[config.mk]
export PLATFORM = sky130hd
export DESIGN_NAME = intarb
export DESIGN_NICKNAME = d
export VERILOG_FILES = /design/src/rtl/intarb.sv
export SDC_FILE = /design/constraint.sdc
export NUM_CORES = 1
export LEC_CHECK = 0
export BUFFER_PORTS_ARGS = -buffer_cell sky130_fd_sc_hd__buf_2
export CELL_PAD_IN_SITES_DETAIL_PLACEMENT = 0
export CELL_PAD_IN_SITES_GLOBAL_PLACEMENT = 1
export CORE_MARGIN = 4
export CORE_UTILIZATION = 43
export DETAILED_ROUTE_END_ITERATION = 6
export PLACE_DENSITY = 0.89
export SLEW_MARGIN = 20
export SYNTH_ARGS = -nofsm -noshare
export SYNTH_HDL_FRONTEND = slang
export SYNTH_SLANG_ARGS = --single-unit
[constraint.sdc]
create_clock -name CLOCK -period 4.75 [get_ports CLOCK]
set_input_delay 0.95 -clock CLOCK [delete_from_list [all_inputs] [get_ports CLOCK]]
set_output_delay 0.95 -clock CLOCK [all_outputs]
set_load 0.005 [all_outputs]
[src/rtl/intarb.sv]
// Interrupt arbiter: grants one BR level, runs the SACK/INTR vector handshake
// and holds the captured vector until the CPU acknowledges it.
module intarb #(
    parameter int TIMEOUT = 255,
    parameter int DESKEW  = 2
) (
    input  logic        CLOCK,
    input  logic        RESET,
    input  logic        init_in_h,
    input  logic [3:0]  br_in_h,
    input  logic [2:0]  cpu_pri,
    input  logic        cpu_ready,
    input  logic        sack_in_h,
    input  logic        bbsy_in_h,
    input  logic        intr_in_h,
    input  logic [15:0] d_in_h,
    input  logic        vec_ack,
    output logic [3:0]  bg_out_h,
    output logic        ssyn_out_h,
    output logic        vec_valid,
    output logic [7:0]  vec_out,
    output logic [2:0]  vec_level,
    output logic        to_err
);

    typedef enum logic [2:0] {
        IDLE, GRANT, SACKED, XFER, WAITREL, HOLD
    } state_t;

    localparam logic [7:0] TMAX = 8'(TIMEOUT);
    localparam logic [7:0] DMAX = 8'(DESKEW - 1);

    state_t     state;
    logic [7:0] timer;
    logic [7:0] dcnt;
    logic [7:0] timer_nx;
    logic       pick_ok;
    logic [2:0] pick_lvl;
    logic       held;
    logic       unused_d;

    // Only the vector bits of the data bus are captured.
    assign unused_d = ^{d_in_h[15:8], d_in_h[1:0]};

    // Saturating increment; the timer never wraps past TIMEOUT.
    assign timer_nx = (timer == TMAX) ? TMAX : timer + 8'd1;

    // Request line of the level currently being granted (level 4..7 -> bit 0..3).
    assign held = br_in_h[vec_level[1:0]];

    // Highest pending BR level strictly above the CPU priority.
    always_comb begin
        pick_ok  = 1'b0;
        pick_lvl = 3'd0;
        if (br_in_h[3] && cpu_pri < 3'd7) begin
            pick_ok  = 1'b1;
            pick_lvl = 3'd7;
        end else if (br_in_h[2] && cpu_pri < 3'd6) begin
            pick_ok  = 1'b1;
            pick_lvl = 3'd6;
        end else if (br_in_h[1] && cpu_pri < 3'd5) begin
            pick_ok  = 1'b1;
            pick_lvl = 3'd5;
        end else if (br_in_h[0] && cpu_pri < 3'd4) begin
            pick_ok  = 1'b1;
            pick_lvl = 3'd4;
        end
    end

    // Arbitration FSM with registered bus outputs, timers and vector capture.
    always_ff @(posedge CLOCK or negedge RESET) begin
        if (!RESET) begin
            state      <= IDLE;
            timer      <= 8'd0;
            dcnt       <= 8'd0;
            bg_out_h   <= 4'd0;
            ssyn_out_h <= 1'b0;
            vec_valid  <= 1'b0;
            vec_out    <= 8'd0;
            vec_level  <= 3'd0;
            to_err     <= 1'b0;
        end else if (init_in_h) begin
            state      <= IDLE;
            timer      <= 8'd0;
            dcnt       <= 8'd0;
            bg_out_h   <= 4'd0;
            ssyn_out_h <= 1'b0;
            vec_valid  <= 1'b0;
            vec_out    <= 8'd0;
            vec_level  <= 3'd0;
            to_err     <= 1'b0;
        end else begin
            to_err <= 1'b0;
            case (state)
                IDLE: begin
                    if (cpu_ready && !sack_in_h && !bbsy_in_h && pick_ok) begin
                        state     <= GRANT;
                        bg_out_h  <= 4'b0001 << pick_lvl[1:0];
                        vec_level <= pick_lvl;
                        timer     <= 8'd0;
                    end
                end
                GRANT: begin
                    if (sack_in_h) begin
                        state    <= SACKED;
                        bg_out_h <= 4'd0;
                        timer    <= 8'd0;
                    end else if (!held) begin
                        state    <= IDLE;
                        bg_out_h <= 4'd0;
                        timer    <= 8'd0;
                    end else if (timer_nx == TMAX) begin
                        state    <= IDLE;
                        bg_out_h <= 4'd0;
                        timer    <= 8'd0;
                        to_err   <= 1'b1;
                    end else begin
                        timer <= timer_nx;
                    end
                end
                SACKED: begin
                    if (intr_in_h && bbsy_in_h) begin
                        state <= XFER;
                        dcnt  <= 8'd0;
                        timer <= 8'd0;
                    end else if (!sack_in_h && !intr_in_h) begin
                        state <= IDLE;
                        timer <= 8'd0;
                    end else if (timer_nx == TMAX) begin
                        state  <= IDLE;
                        timer  <= 8'd0;
                        to_err <= 1'b1;
                    end else begin
                        timer <= timer_nx;
                    end
                end
                XFER: begin
                    if (!intr_in_h) begin
                        state <= SACKED;
                        timer <= 8'd0;
                    end else if (dcnt == DMAX) begin
                        state      <= WAITREL;
                        vec_out    <= {d_in_h[7:2], 2'b00};
                        ssyn_out_h <= 1'b1;
                        timer      <= 8'd0;
                    end else begin
                        dcnt <= dcnt + 8'd1;
                    end
                end
                WAITREL: begin
                    if (!intr_in_h) begin
                        state      <= HOLD;
                        ssyn_out_h <= 1'b0;
                        vec_valid  <= 1'b1;
                        timer      <= 8'd0;
                    end
                end
                HOLD: begin
                    if (vec_ack) begin
                        state     <= IDLE;
                        vec_valid <= 1'b0;
                        timer     <= 8'd0;
                    end
                end
                default: state <= IDLE;
            endcase
        end
    end

endmodule

Word level (Yosys, flattened, before mapping)
Index checks and enable logic that the tools add are counted.
{ "word_totals": {"reg_bits": 37, "wordCells": 134, "in_bits": 31, "out_inout_bits": 18} }
{ "op_classes": {"n_eq_ne": 17, "n_mux": 69, "n_addsub": 2, "n_reduce_logical": 31, "shifts": 1, "magnitude_cmp": 5} }
{ "ops": {"columns": ["op", "count"], "rows": [
  ["$mux W8", 20],
  ["$mux W3", 18],
  ["$pmux W8 S6", 1],
  ["$ne A3 B3 Y1 const B", 7],
  ["$mux W4", 5],
  ["$mux W1", 18],
  ["$pmux W3 S6", 1],
  ["$add A8 B1 Y8 const B", 2],
  ["$eq A8 B8 Y1 const B", 2],
  ["$pmux W8 S2", 1],
  ["$lt A3 B3 Y1 const B", 4],
  ["$reduce_and A4 Y1", 3],
  ["$reduce_bool A3 Y1", 4],
  ["$reduce_bool A2 Y1", 5],
  ["$logic_and A1 B1 Y1", 9],
  ["$reduce_and A3 Y1", 3],
  ["$eq A8 B1 Y1 const B", 1],
  ["$pmux W4 S2", 1],
  ["$reduce_bool A7 Y1", 1],
  ["$eq A3 B2 Y1 const B", 2],
  ["$eq A3 B3 Y1 const B", 2],
  ["$pmux W1 S2", 3],
  ["$ne A5 B5 Y1 const B", 1],
  ["$reduce_and A5 Y1", 1],
  ["other kinds (8)", 10]
]} }

Logic depth before layout (Yosys ltp)
{ "depth": {"word_depth": 10, "ltp_mapped": 9, "ltp_nobuf": 8} }

Least setup slack after synthesis
No wires, ideal clock.
{ "synth_path": {"path_type": "in2reg", "start": "in init_in_h", "end": "reg timer[3]", "setup_slack_ns": 2.274, "setup_ns": 0.121, "arrival_ns": 2.355, "path_buffers": 2, "required_time_ns": 4.629, "cell_stages": 7, "cell_sequence": "clkbuf_1 and4bb_2 o211ai_4 nand2_2 a311o_1 buf_6 o22a_1"} }
{ "synth_via": {"elab_chain_len": 2, "elab_cells_between_ends": 7, "cone_classes": "4 x eq/ne; 1 x mux; 2 x reduce/logical"} }
{ "synth_rtl": {"columns": ["element", "line", "rtl"], "rows": [
  ["from (decl)", "9", "input logic init_in_h,"],
  ["$ne A4 B4 Y1 (no source line), or another cell as far along", null, null],
  ["$reduce_and A5 Y1 (no source line)", null, null],
  ["to (signal assigned)", "118", "timer <= timer_nx;"],
  ["to (signal assigned)", "134", "timer <= timer_nx;"],
  ["to (decl)", "34", "logic [7:0] timer;"]
]} }
Several ways; a longest one is shown, not always the timed one.
A chain may end at the register's enable or synchronous reset.

Final worst setup path
{ "layout_path": {"start": "in cpu_pri[1]", "end": "reg timer[5]"} }
{ "layout_via": {"elab_chain_len": 9, "elab_cells_between_ends": 15, "cone_classes": "4 x order compare; 1 x eq/ne; 4 x mux; 6 x reduce/logical"} }
{ "layout_rtl": {"columns": ["element", "line", "rtl"], "rows": [
  ["from (decl)", "11", "input logic [2:0] cpu_pri,"],
  ["$lt A3 B3 Y1", "64", "end else if (br_in_h[0] && cpu_pri < 3'd4) begin"],
  ["$logic_and A1 B1 Y1", "64", null],
  ["$mux W1", "64", null],
  ["$mux W1", "61", "end else if (br_in_h[1] && cpu_pri < 3'd5) begin"],
  ["$mux W1", "58", "end else if (br_in_h[2] && cpu_pri < 3'd6) begin"],
  ["$mux W1 *", "55", "if (br_in_h[3] && cpu_pri < 3'd7) begin"],
  ["$logic_and A1 B1 Y1 *", "96", "if (cpu_ready && !sack_in_h && !bbsy_in_h && pick_ok) begin"],
  ["$ne A3 B3 Y1 (no source line) *", null, null],
  ["$reduce_and A5 Y1 (no source line) *", null, null]
]} }
Every way passes the cells marked *; elsewhere a longest branch is shown, timed or not.

==> impl_results.html <==
<table>
<tr><th>Metric</th><th>Value</th></tr>
<tr><th colspan="2">CTS</th></tr>
<tr><td>Resize count post-CTS</td><td>0</td></tr>
<tr><td>Number of buffers inserted during clock tree synthesis</td><td>5</td></tr>
<tr><td>Clock sink count</td><td>35</td></tr>
<tr><td>Register clock-pin slew on the reported worst setup and hold paths</td><td>~0.070 ns</td></tr>
<tr><td>Count of hold buffers inserted by post-cts repair</td><td>0</td></tr>
<tr><td>CTS tree</td><td>built</td></tr>
<tr><td>CTS H-tree depth</td><td>2</td></tr>
<tr><td>Maximum clock path buffer count</td><td>2</td></tr>
<tr><td>Source-to-sink clock delay at the later pin of the worst-skew pair</td><td>around 0.29 ns</td></tr>
<tr><td>Number of buffers inserted by post-CTS setup repair</td><td>0</td></tr>
<tr><td>Cell chosen for the clock root</td><td>clkbuf_8</td></tr>
<tr><th colspan="2">STA</th></tr>
<tr><td>Fin Setup TNS</td><td>0 ns</td></tr>
<tr><td>Setup repair after global routing missed its margin</td><td>false</td></tr>
<tr><td>Post-route clock period utilization</td><td>approximately 52%</td></tr>
<tr><td>Tightest hold margin</td><td>between 0.4 and 0.5 ns</td></tr>
<tr><td>Worst path setup slack after routing</td><td>~2.3 ns</td></tr>
<tr><td>Minimum clock period</td><td>2.477 ns</td></tr>
<tr><td>Transition time at the pin with the least slew margin</td><td>around 0.83 ns</td></tr>
<tr><td>Max Fclk</td><td>a little over 400 MHz</td></tr>
<tr><td>Setup skew after layout</td><td>around 0.011 ns</td></tr>
<tr><td>Number of slew-limit violations in the final report</td><td>0</td></tr>
<tr><td>Setup Viol. Count Final</td><td>0</td></tr>
<tr><td>Final Hold Viols</td><td>0</td></tr>
<tr><td>Worst relative slew slack</td><td>between 40% and 50%</td></tr>
<tr><th colspan="2">Pwr</th></tr>
<tr><td>Power Density</td><td>about 230 nW/µm²</td></tr>
<tr><td>Relative contribution of the clock network to total power</td><td>a little under two fifths</td></tr>
<tr><td>Switching fraction of total power</td><td>25.96%</td></tr>
<tr><td>Leakage power total</td><td>approximately 1.2 nW</td></tr>
<tr><td>Worst VDD drop</td><td>about 130 µV</td></tr>
<tr><td>Power spent charging and discharging nets</td><td>0.1474 mW</td></tr>
<tr><td>Pint</td><td>between 0.4 and 0.5 mW</td></tr>
<tr><td>Register share of total power</td><td>a little over half</td></tr>
<tr><td>Comb power frac</td><td>8.8%</td></tr>
<tr><th colspan="2">Routing</th></tr>
<tr><td>Final ANT Viol Nets</td><td>0</td></tr>
<tr><td>Vias post-DR</td><td>1,887</td></tr>
<tr><td>Avg WL per Cell</td><td>roughly 14 µm</td></tr>
<tr><td>Detail-routed via count per cell</td><td>approximately 5.5</td></tr>
<tr><td>DRC violations left</td><td>0</td></tr>
<tr><td>Number of DRC violations after detailed-routing iteration 0</td><td>122</td></tr>
<tr><td>1st-pass router iterations</td><td>4</td></tr>
<tr><td>Drt total wl</td><td>4874 µm</td></tr>
<tr><th colspan="2">Min path</th></tr>
<tr><td>Cell depth of the worst hold path</td><td>1</td></tr>
<tr><td>Tightest Hold Check Type</td><td>reg2reg</td></tr>
<tr><th colspan="2">Critical path</th></tr>
<tr><td>CP max stage delay</td><td>approximately 0.55 ns</td></tr>
<tr><td>Crit Path Max Fanout</td><td>12</td></tr>
<tr><td>Sort of element at the end of the critical path</td><td>flop</td></tr>
<tr><td>Type of the worst setup path</td><td>in2reg</td></tr>
<tr><td>Data arrival at the endpoint of the critical path</td><td>between 2 and 3 ns</td></tr>
<tr><td>Number of cells on the worst reg-to-reg path</td><td>8</td></tr>
<tr><td>CP startpoint kind</td><td>input pin</td></tr>
<tr><td>Required time reported for the critical path endpoint</td><td>4.98 ns</td></tr>
<tr><td>Worst-path cell chain</td><td>buf_2, a21boi_0, o21a_1, o21ai_0, a311o_1, nor3_1, o22a_1</td></tr>
<tr><td>Cell with the largest stage delay on the worst path</td><td>a311o_1</td></tr>
<tr><th colspan="2">Layout</th></tr>
<tr><td>Post-layout nets</td><td>between 300 and 400</td></tr>
<tr><td>P&amp;R area growth vs syn</td><td>13.27%</td></tr>
<tr><td>Most common cell after layout, fill and taps aside</td><td>buf_2</td></tr>
<tr><td>Area of combinational cells with multiple inputs</td><td>between 1000 and 1500 µm²</td></tr>
<tr><td>Area of all placed cells without fillers</td><td>about 2400 µm²</td></tr>
<tr><td>Antenna diode count</td><td>0</td></tr>
<tr><td>Proportion of layout cells with a drive suffix above 1</td><td>20.14%</td></tr>
<tr><td>Filler instances</td><td>between 400 and 500</td></tr>
<tr><td>Sequential cell area</td><td>approximately 900 µm²</td></tr>
<tr><td>Post-route non-filler standard cell count</td><td>~350</td></tr>
<tr><td>Top library cells by usage in the layout, fill and taps aside</td><td>buf_2 (36), dfrtp_1 (35), nor2_1 (33)</td></tr>
<tr><th colspan="2">Global routing</th></tr>
<tr><td>Global-route wire length before repair</td><td>about 8400 µm</td></tr>
<tr><td>Maximum number of pins on one net before global-route repair</td><td>36</td></tr>
<tr><td>Global routing usage summed across all routing layers</td><td>17.09%</td></tr>
<tr><td>Overflow left after global routing</td><td>0</td></tr>
<tr><td>Antenna violations before repair</td><td>0</td></tr>
<tr><td>Vias in the first global route</td><td>~1,700</td></tr>
<tr><th colspan="2">Place</th></tr>
<tr><td>Dpl hpwl</td><td>3483 µm</td></tr>
<tr><td>Placed Area</td><td>roughly 2300 µm²</td></tr>
<tr><td>Dpl ws</td><td>1.990 ns</td></tr>
<tr><td>DP Cell Count</td><td>337</td></tr>
<tr><td>Number of port buffers</td><td>36</td></tr>
<tr><td>GP Congestion</td><td>0.8154</td></tr>
<tr><th colspan="2">Die</th></tr>
<tr><td>Area enclosed by the die boundary</td><td>6194 µm²</td></tr>
<tr><td>Chip Height</td><td>~79 µm</td></tr>
<tr><td>Core footprint</td><td>~4800 µm²</td></tr>
<tr><td>Boundary pin count</td><td>between 40 and 50</td></tr>
<tr><td>Horizontal extent of the die</td><td>slightly below 80 µm</td></tr>
<tr><td>Number of cell rows</td><td>25</td></tr>
<tr><td>Initial core utilization</td><td>44.92%</td></tr>
<tr><th colspan="2">Synthesis</th></tr>
<tr><td>Avg Synthesized Cell Area</td><td>between 8 and 9 µm²</td></tr>
<tr><td>Most instantiated flip-flop cell in the synthesis netlist</td><td>dfrtp_1</td></tr>
<tr><td>Count of warnings emitted by yosys</td><td>0</td></tr>
<tr><td>Async set-or-reset flop fraction in the synthesized netlist</td><td>100.0%</td></tr>
<tr><td>Share of the synthesized area in the top cell type</td><td>between 40% and 50%</td></tr>
<tr><td>Library cell with the largest summed area after synthesis</td><td>dfrtp_1</td></tr>
<tr><td>Post-synthesis sequential area ratio</td><td>between 40 and 50%</td></tr>
<tr><td>Number of instances in the synthesized netlist</td><td>between 200 and 250</td></tr>
<tr><td>Count of flip-flops with a built-in enable after synthesis</td><td>0</td></tr>
<tr><td>Cell types with the largest area share after synthesis</td><td>dfrtp_1 (41%), nor2_1 (5.8%), mux2i_1 (4.7%)</td></tr>
<tr><td>Number of unique standard cell types used by synthesis</td><td>between 50 and 60</td></tr>
<tr><td>Area of the mapped netlist</td><td>~2100 µm²</td></tr>
<tr><td>Synthesized flop and latch total</td><td>35</td></tr>
<tr><th colspan="2">Job</th></tr>
<tr><td>Max cap viols</td><td>0</td></tr>
<tr><th colspan="2">Run status</th></tr>
<tr><td>Result of the run</td><td>complete, no violations</td></tr>
</table>
flip-flops by register name (all words and copies together) (netlist names):
register and cells:
ssyn_out_h 1, state 3, vec_level 3, to_err 1, dcnt 8, bg_out_h 4, timer 8, vec_out 6
vec_valid 1
through the flow:
step           power [mW]  util, %
6_report           0.5679    50.88
5_1_grt            0.5972    50.88
4_1_cts            0.5750    50.88
3_5_place_dp       0.3599    49.10
3_3_place_gp       0.3595    49.10
2_1_floorplan      0.3380        -
power groups by stage:
stage,registers [mW],clock network (mW),logic (mW)
floorplan,0.307,0,0.0307
global placement,0.310,0,0.0500
detailed placement,0.310,0,0.0503
CTS,0.304,0.221,0.0507
global route,0.304,0.236,0.0568
finish,0.304,0.214,0.0500
metal layers:
| layer | share of wire (%) | wire length, µm | GRT usage, % | vias up |
|---|---|---|---|---|
| met5 | 0 | 0 | 0 | - |
| met4 | 1.1 | 56 | 5.245 | 0 |
| met3 | 4.6 | 222 | 3.628 | 4 |
| met2 | 49 | 2388 | 27.59 | 38 |
| met1 | 45 | 2206 | 23.00 | 892 |
| li1 | - | - | - | 953 |
critical path: cells and delay by family:
kind,cells,cell delay (ns)
simple gates,1,0.21
compound gates,5,1.41
buf+inv,1,0.12
layout make-up:
| cell class | instances | area share, % |
|---|---|---|
| Timing Repair Buffer | 36 | 7.400 |
| Multi-Input combinational cell | 191 | 48.46 |
| Inverter | 8 | 1.233 |
| Clock inverter | 2 | 0.5139 |
| Sequential cell | 35 | 35.97 |
| Tap cell | 67 | 3.443 |
| Clock buffer | 6 | 2.980 |
worst paths after layout:
check | slack (ns) | endpoint | from
min in group asynchronous | 0.76 | dcnt[7] | RESET
worst max-delay path | 2.27 | timer[5] | cpu_pri[1]
worst min register to register | 0.47 | bg_out_h[0] | bg_out_h[0]
max in group asynchronous | 3.47 | bg_out_h[1] | RESET
worst max register to register | 2.33 | timer[5] | dcnt[1]
worst min-delay path | 0.47 | bg_out_h[0] | bg_out_h[0]
synthesized netlist by cell type (4+ instances only):
cell       n
a21oi_1   15
a31oi_1    6
and3_1     4
clkbuf_1   5
dfrtp_1   35
inv_1      8
mux2i_1   10
nand2_1   23
nand3_1    6
nor2_1    33
nor3_1    10
o21ai_0   20
o22a_1     7
kinds of logic after synthesis:
| family | Yosys count | synth area share (%) |
|---|---|---|
| and+or+nand+nor | 102 | 23.98 |
| AOI/OAI and AO/OA | 70 | 21.89 |
| xor gates and xnor gates | 3 | 1.223 |
| adders and majority gates | 3 | 1.746 |
| other | 1 | 0.1745 |
| buffers and inverters | 20 | 4.540 |
| muxes | 11 | 5.704 |
| DFF | 35 | 40.75 |
No activity file was read; power rests on OpenSTA's default activity.
